File: config.mk
export PLATFORM = sky130hd
export DESIGN_NAME = dmem_mmio_responder
export DESIGN_NICKNAME = d
export VERILOG_FILES = /design/src/rtl/dmem_mmio_responder.sv
export SDC_FILE = /design/constraint.sdc
export NUM_CORES = 1
export LEC_CHECK = 0
export ABC_AREA = 1
export ABC_CLOCK_PERIOD_IN_PS = 5150
export CAP_MARGIN = 25
export CORE_MARGIN = 5
export CORE_UTILIZATION = 40
export CTS_BUF_LIST = sky130_fd_sc_hd__clkbuf_4 sky130_fd_sc_hd__clkbuf_8 sky130_fd_sc_hd__clkbuf_16
export DETAILED_ROUTE_END_ITERATION = 16
export PLACE_DENSITY_LB_ADDON = 0.05
export SLEW_MARGIN = 30
export SYNTH_ARGS = -nofsm -noshare
export SYNTH_HDL_FRONTEND = slang
export SYNTH_SLANG_ARGS = --single-unit
File: constraint.sdc
create_clock -name clock -period 5.15 [get_ports clock]
set_input_delay 1.03 -clock clock [delete_from_list [all_inputs] [get_ports clock]]
set_output_delay 1.03 -clock clock [all_outputs]
set_load 0.005 [all_outputs]
File: src/rtl/dmem_mmio_responder.sv
// Data-memory bus responder: 16-word MMIO window (scratch, cycle counter, byte TX FIFO), dmem passthrough elsewhere.
// Define MMIO_FIFO_BYPASS_EN to let a TXDATA store reach an idle, ready consumer in the same cycle.
module dmem_mmio_responder #(
   parameter logic [11:0] MMIO_BASE  = 12'hFF0,
   parameter int          FIFO_DEPTH = 8,
   parameter int          CNT_WIDTH  = 32
) (
   input  logic        clock,
   input  logic        reset,
   input  logic [11:0] address_dmem,
   input  logic [31:0] data,
   input  logic        wren,
   input  logic [31:0] q_dmem,
   output logic        dmem_wren,
   output logic [31:0] q_out,
   output logic        mmio_hit,
   output logic [7:0]  out_data,
   output logic        out_valid,
   input  logic        out_ready
);
   localparam int PW = $clog2(FIFO_DEPTH);
   localparam int CW = PW + 1;
   localparam logic [CW-1:0] DEPTH_C = CW'(FIFO_DEPTH);

   localparam logic [3:0] OFF_SCRATCH = 4'd0;
   localparam logic [3:0] OFF_CYCLES  = 4'd1;
   localparam logic [3:0] OFF_TXDATA  = 4'd2;
   localparam logic [3:0] OFF_STATUS  = 4'd3;
   localparam logic [3:0] OFF_CTRL    = 4'd4;

   logic [31:0]          scratch_q, scratch_d;
   logic [CNT_WIDTH-1:0] cnt_q, cnt_d;
   logic                 tx_en_q, tx_en_d;
   logic                 ovf_q, ovf_d;
   logic [PW-1:0]        wr_ptr_q, wr_ptr_d;
   logic [PW-1:0]        rd_ptr_q, rd_ptr_d;
   logic [CW-1:0]        count_q, count_d;
   logic                 hit_q, hit_d;
   logic [31:0]          rdata_q, rdata_d;
   logic [7:0]           fifo_mem_q [FIFO_DEPTH];

   logic       hit, wr_hit, fifo_empty, fifo_full, fifo_valid;
   logic       pop, push_req, push, bypass;
   logic [3:0] offset;

   assign hit       = (address_dmem[11:4] == MMIO_BASE[11:4]);
   assign offset    = address_dmem[3:0];
   assign mmio_hit  = hit;
   assign dmem_wren = wren & ~hit;
   assign q_out     = hit_q ? rdata_q : q_dmem;

   assign wr_hit     = wren & hit;
   assign fifo_empty = (count_q == '0);
   assign fifo_full  = (count_q == DEPTH_C);
   assign fifo_valid = tx_en_q & ~fifo_empty;
   assign pop        = fifo_valid & out_ready;
   assign push_req   = wr_hit & (offset == OFF_TXDATA);

`ifdef MMIO_FIFO_BYPASS_EN
   assign bypass    = push_req & tx_en_q & fifo_empty & out_ready;
   assign out_valid = fifo_valid | bypass;
   assign out_data  = bypass ? data[7:0] : fifo_mem_q[rd_ptr_q];
`else
   assign bypass    = 1'b0;
   assign out_valid = fifo_valid;
   assign out_data  = fifo_mem_q[rd_ptr_q];
`endif

   // A full FIFO still accepts a byte when the head leaves on the same edge.
   assign push = push_req & ~bypass & (~fifo_full | pop);

   // NOTE: every always_comb output gets a default first so no path can infer a latch.
   always_comb begin
      scratch_d = scratch_q;
      tx_en_d   = tx_en_q;
      ovf_d     = ovf_q;
      wr_ptr_d  = push ? wr_ptr_q + PW'(1) : wr_ptr_q;
      rd_ptr_d  = pop  ? rd_ptr_q + PW'(1) : rd_ptr_q;
      count_d   = count_q + CW'(push) - CW'(pop);
      cnt_d     = cnt_q + CNT_WIDTH'(1);
      hit_d     = hit;
      rdata_d   = 32'h0;

      if (wr_hit) begin
         case (offset)
            OFF_SCRATCH: scratch_d = data;
            OFF_CYCLES:  cnt_d     = '0;
            OFF_STATUS:  ovf_d     = 1'b0;
            OFF_CTRL:    tx_en_d   = data[0];
            default: ;
         endcase
      end
      if (push_req & ~bypass & fifo_full & ~pop)
         ovf_d = 1'b1;

      // Count occupies bits 15:8 of STATUS.
      case (offset)
         OFF_SCRATCH: rdata_d = scratch_q;
         OFF_CYCLES:  rdata_d = 32'(cnt_q);
         OFF_STATUS:  rdata_d = {16'h0, 8'(count_q), 5'b0, ovf_q, fifo_empty, fifo_full};
         OFF_CTRL:    rdata_d = {31'h0, tx_en_q};
         default:     rdata_d = 32'h0;
      endcase
   end

   // NOTE: state flops use non-blocking assignments so every flop samples pre-edge values.
   always_ff @(posedge clock or negedge reset) begin
      if (!reset) begin
         scratch_q <= '0;
         cnt_q     <= '0;
         tx_en_q   <= 1'b0;
         ovf_q     <= 1'b0;
         wr_ptr_q  <= '0;
         rd_ptr_q  <= '0;
         count_q   <= '0;
         hit_q     <= 1'b0;
         rdata_q   <= '0;
      end else begin
         scratch_q <= scratch_d;
         cnt_q     <= cnt_d;
         tx_en_q   <= tx_en_d;
         ovf_q     <= ovf_d;
         wr_ptr_q  <= wr_ptr_d;
         rd_ptr_q  <= rd_ptr_d;
         count_q   <= count_d;
         hit_q     <= hit_d;
         rdata_q   <= rdata_d;
      end
   end

   // NOTE: FIFO storage is not reset; pointers and count alone decide which entries are live.
   always_ff @(posedge clock) begin
      if (push)
         fifo_mem_q[wr_ptr_q] <= data[7:0];
   end
endmodule

Word level (Yosys, flattened, before mapping):

Memory sizes are Yosys's and may differ from the RTL's.
Index checks and enable logic that the tools add are counted.

* bitwise operators: 13
* muxes and demuxes: 9
* reduce and logical (&&, ||, !) cells: 7
* equal/unequal tests: 6
* shift operators: 0
* div/mod/pow operators: 0
* magnitude comparators: 0
* multiply operators: 0
* add/subtract/negate cells: 5

Operators with widths (number)
* $pmux W32 S4: 1
* $mux W32: 3
* $add A32 B1 Y32 const B: 1
* $and A1 B1 Y1: 8
* $eq A4 B2 Y1 const B: 2
* $eq A8 B8 Y1 const B: 1
* $logic_not A4 Y1: 2
* $add A3 B1 Y3 const B: 2
* $reduce_and A2 Y1: 3
* $mux W1: 5
* $add A4 B1 Y4: 1
* $eq A4 B1 Y1 const B: 1
* $eq A4 B3 Y1 const B: 1
* $eq A4 B4 Y1 const B: 1
* $not A1 Y1: 4
* $reduce_bool A2 Y1: 2
* $sub A4 B1 Y4: 1
* $or A1 B1 Y1: 1

* input port bits: 80
* memories kept: 1
* bits in registers: 109
* bits in latches: 0
* bits in writable memories: 64
* word-level logic and storage cells: 50
* memory bits (read-only): 0

Memories
* fifo_mem_q: depth 8, width 8, rd ports 1, clocked after Yosys merged registers in 0, wr ports 1, line 40 `logic [7:0] fifo_mem_q [FIFO_DEPTH];`

Depth between registers and ports, before layout:

* word-level depth: 8
* mapped depth: 11

Worst setup path after synthesis:

No wires, ideal clock.

* path type: input port to output port
* from: in address_dmem[5]
* to: out dmem_wren
* data required time: 4.120 ns
* path slack: 2.606 ns
* buffers on the path: 0
* cell stages on the path: 5
* arrival time: 1.514 ns
* path through: nand2_1 nor2_1 nand2_1 inv_1 nor2_1

* word-level cells in the longest chain between the ends: 3

Ends and longest elaborated chain
* start: declaration: line 10 `input logic [11:0] address_dmem,`
* $eq A8 B8 Y1: line 46 `assign hit = (address_dmem[11:4] == MMIO_BASE[11:4]);`
* named net mmio_hit: line 16 `output logic mmio_hit,`
* $not A1 Y1: line 49 `assign dmem_wren = wren & ~hit;`
* $and A1 B1 Y1: line 49
* end: declaration: line 14 `output logic dmem_wren,`

The timed path passes the listed nets, and every way through them passes these cells.

Worst setup path in the final report:

* from: in address_dmem[8]
* to: out mmio_hit

* word-level cells in the longest chain between the ends: 1

Ends and longest elaborated chain (line)
* $eq A8 B8 Y1: 46
* end: declaration: 16

No other way between the ends.

==> insert_results.sql <==
INSERT INTO impl_metrics (metric_group, metric, value, unit) VALUES
('yosys', 'synth.net_count', '925', ''),
('cts', 'clk_pin_slew', '70', 'ps'),
('yosys', 'asyncSetResetFlopFracSynth', '63.0', '%'),
('cts', 'cts_hold_buffers', '0', ''),
('run', 'cap_viol_max_count', '0', ''),
('floorplan', 'dieArea', '22800', 'sq um'),
('cts', 'clk-insertion-delay-late', '430', 'ps'),
('yosys', 'synth_cell_type_count', '37', ''),
('timing', 'slew-limit-headroom', '42.9', '%'),
('power_and_ir_drop', 'leakage', '4.27', 'nW'),
('cts', 'cts.htree.levels', '4', ''),
('worst_setup_path', 'crit_path_end_kind', 'output port', ''),
('detailed_routing', 'num_vias', '6021', ''),
('timing', 'worst_slew_pin_slew', '854', 'ps'),
('timing', 'pins_over_slew_limit', '0', ''),
('finish', 'antennaDiodeCount', '0', ''),
('timing', 'finalCritPeriodShare', '68.4', '%'),
('floorplan', 'start_util', '40.7', '%'),
('hold_path', 'worst_hold_path_type', 'flip-flop to flip-flop', ''),
('worst_setup_path', 'worst-setup-path-type', 'input pin to output port', ''),
('power_and_ir_drop', 'vdd.ir_drop.worst', '233', 'uV'),
('floorplan', 'top_level_ports', '123', ''),
('yosys', 'ys_dominant_reg_cell', 'dfrtp_1', ''),
('global_route', 'grt_use_total', '18.2', '%'),
('detailed_routing', 'drc', '0', ''),
('detailed_routing', 'number_of_search_and_repair_iterations_in_the_first_detailed_routing_pass', '5', ''),
('placement', 'finalWeightedCongestion', '0.875', ''),
('timing', 'report.final.setup_viol', '0', ''),
('detailed_routing', 'iteration_0_drc_count_of_the_detailed_router', '315', ''),
('detailed_routing', 'detail_route.wirelength', '20.1', 'mm'),
('placement', 'placed_area', '9360', 'sq um'),
('yosys', 'synth_top_area_share', '34.3', '%'),
('yosys', 'synth_common_cells', 'nand2_1, nor2_1, dfrtp_1, o21ai_0, inv_1', ''),
('yosys', 'post-synth-top-area-cell', 'dfrtp_1', ''),
('yosys', 'synth.ff_latch_count', '173', ''),
('yosys', 'synthMostInstantiatedCell', 'nand2_1', ''),
('timing', 'layout_min_cycle_time', '3520', 'ps'),
('global_route', 'grt_start_max_net_pins', '79', ''),
('cts', 'clock-sinks', '173', ''),
('global_route', 'grt_overflow_total', '0', ''),
('placement', 'place.port_buffers', '122', ''),
('detailed_routing', 'routed_via_density', '4.90', ''),
('cts', 'cts-root-buf', 'clkbuf_16', ''),
('detailed_routing', 'route.antenna.remaining_nets', '0', ''),
('global_route', 'first_pass_grt_wire_length', '32.2', 'mm'),
('floorplan', 'core-area', '19500', 'sq um'),
('placement', 'dpl.hpwl', '14.5', 'mm'),
('worst_setup_path', 'worstPathRequired', '4120', 'ps'),
('cts', 'cts_inserted_buffers', '17', ''),
('worst_setup_path', 'timing.critical_path.fanout_max', '4', ''),
('floorplan', 'std_cell_rows', '51', ''),
('timing', 'fmax', '284', 'MHz'),
('run_status', 'outcome', 'completed', ''),
('finish', 'final_area', '9950', 'sq um'),
('finish', 'flow.area_growth_from_synthesis', '25.1', '%'),
('cts', 'cts_resized', '0', ''),
('yosys', 'synthesis.area', '7950', 'sq um'),
('timing', 'rsz0062_at_grt', 'no', ''),
('cts', 'cts_max_path_buffers', '2', ''),
('yosys', 'synth_top_cells_by_area', 'dfrtp_1, edfxtp_1, nand2_1, nor2_1, o21ai_0', ''),
('worst_setup_path', 'cp.arrival', '2490', 'ps'),
('yosys', 'yosysWarnings', '0', ''),
('detailed_routing', 'post_drt_wl_per_cell', '16.4', 'um'),
('timing', 'final-hold-violation-count', '0', ''),
('timing', 'fin_tns_setup', '0', 'ps'),
('floorplan', 'die_x', '151', 'um'),
('yosys', 'syn_inst_count', '836', ''),
('power_and_ir_drop', 'pwr_density_cell', '368', 'nW/um^2'),
('global_route', 'grt_antenna_before_repair', '0', ''),
('global_route', 'first_global_vias', '6037', ''),
('yosys', 'post_synth.cell_area_avg', '9.51', 'sq um'),
('timing', 'skew', '12.4', 'ps'),
('finish', 'finish.net_count', '1041', ''),
('cts', 'cts_tree', 'done', ''),
('cts', 'post-cts-setup-buffer-count', '0', ''),
('yosys', 'yosysSeqAreaShare', '58.5', '%'),
('yosys', 'synth-edff-count', '64', ''),
('finish', 'layout-drive-gt1-share', '8.50', '%'),
('worst_setup_path', 'startpoint_types', 'input pin', ''),
('floorplan', 'chipHeight', '151', 'um');
==> final timing paths <==
path,startpoint,to,slack (ps),cells past startpoint
setup / recovery,address_dmem[8],mmio_hit,1630,6
hold / removal,count_q[0]$_DFF_PN0_,count_q[0]$_DFF_PN0_,510,1
setup reg to reg,count_q[2]$_DFF_PN0_,fifo_mem_q[3][5]$_DFFE_PP_,2690,7
hold reg to reg,count_q[0]$_DFF_PN0_,count_q[0]$_DFF_PN0_,510,1
max in group asynchronous,reset,rd_ptr_q[1]$_DFFE_PN0N_,3630,2
min in group asynchronous,reset,cnt_q[13]$_DFF_PN0_,600,1
==> stage by stage <==
step                power, mW  setup slack (ps)  cells  utilization (%)  hold slack, ps
floorplan                2.04              2610    836                -             453
global placement         2.40              1650   1198             47.9             494
detailed placement       2.41              1610   1198             47.9             489
CTS                      3.71              1520   1230             51.0             519
global route             3.88              1490   1230             51.0             542
finish                   3.67              1630   1230             51.0             515
==> placed cells by master, fill, tap and decap left out, types with 2 or more instances in the layout <==
cell and instances:
nand2_1 186, o221ai_1 6, dfrtp_1 108, clkinv_4 2
edfxtp_1 64, xnor2_1 3, o21ai_0 87, o22ai_1 16
xor2_1 4, clkbuf_16 17, buf_4 3, nor2_4 4
nor2_2 3, inv_6 3, clkinv_1 2, nor2_1 126
ha_1 8, inv_8 6, nand3_1 25, o21ai_1 14
clkdlybuf4s50_1 121, mux2_2 32, a21oi_1 22, inv_1 80
nand3b_1 3, nand3_4 2
==> area by class of cell <==
cell class | count | area [sq um]
Tap cell | 265 | 332
Inverter | 83 | 314
Clock inverter | 15 | 169
Timing Repair Buffer | 125 | 1240
Sequential cell | 173 | 4650
Multi-Input combinational cell | 552 | 2820
Fill cell | 1858 | 9580
Clock buffer | 17 | 425
==> state kept, by name, indices dropped and copies added (netlist names) <==
signal	cells
hit_q	1
fifo_mem_q	64
count_q	4
scratch_q	32
rdata_q	32
ovf_q	1
cnt_q	32
tx_en_q	1
rd_ptr_q	3
wr_ptr_q	3
==> routing by layer <==
| metal | part of all wire [%] | track usage (%) | up-vias |
|---|---|---|---|
| li1 | - | - | 2988 |
| met1 | 44 | 23.7 | 2894 |
| met2 | 51 | 30.4 | 112 |
| met3 | 3.7 | 4.46 | 27 |
| met4 | 1.5 | 4.81 | 0 |
| met5 | 0 | 0 | - |
==> cell families after synthesis <==
family,Yosys count,share of synthesized area [%]
AO/OA/AOI/OAI,148,9.95
XOR/XNOR,7,0.771
adder cells (fa/ha/maj),9,1.51
buffers and inverters,111,6.12
flip-flops,173,58.5
multiplexers,33,4.67
AND/OR/NAND/NOR,355,18.5
==> power by group <==
part	total (mW)	switching, mW	leakage, nW	internal [mW]
clock	1.29	0.600	0.290	0.694
sequential	1.59	0.0957	1.83	1.50
combinational	0.779	0.411	2.15	0.368
total	3.67	1.11	4.27	2.56
==> worst max-delay path, cell delays in order <==
cell and delay [ps]:
clkdlybuf4s50_1 460, nand2_1 50, nor2_1 210, nand2_1 80
inv_1 130, clkdlybuf4s50_1 530
Note: power is estimated with default switching activity, not from simulation.
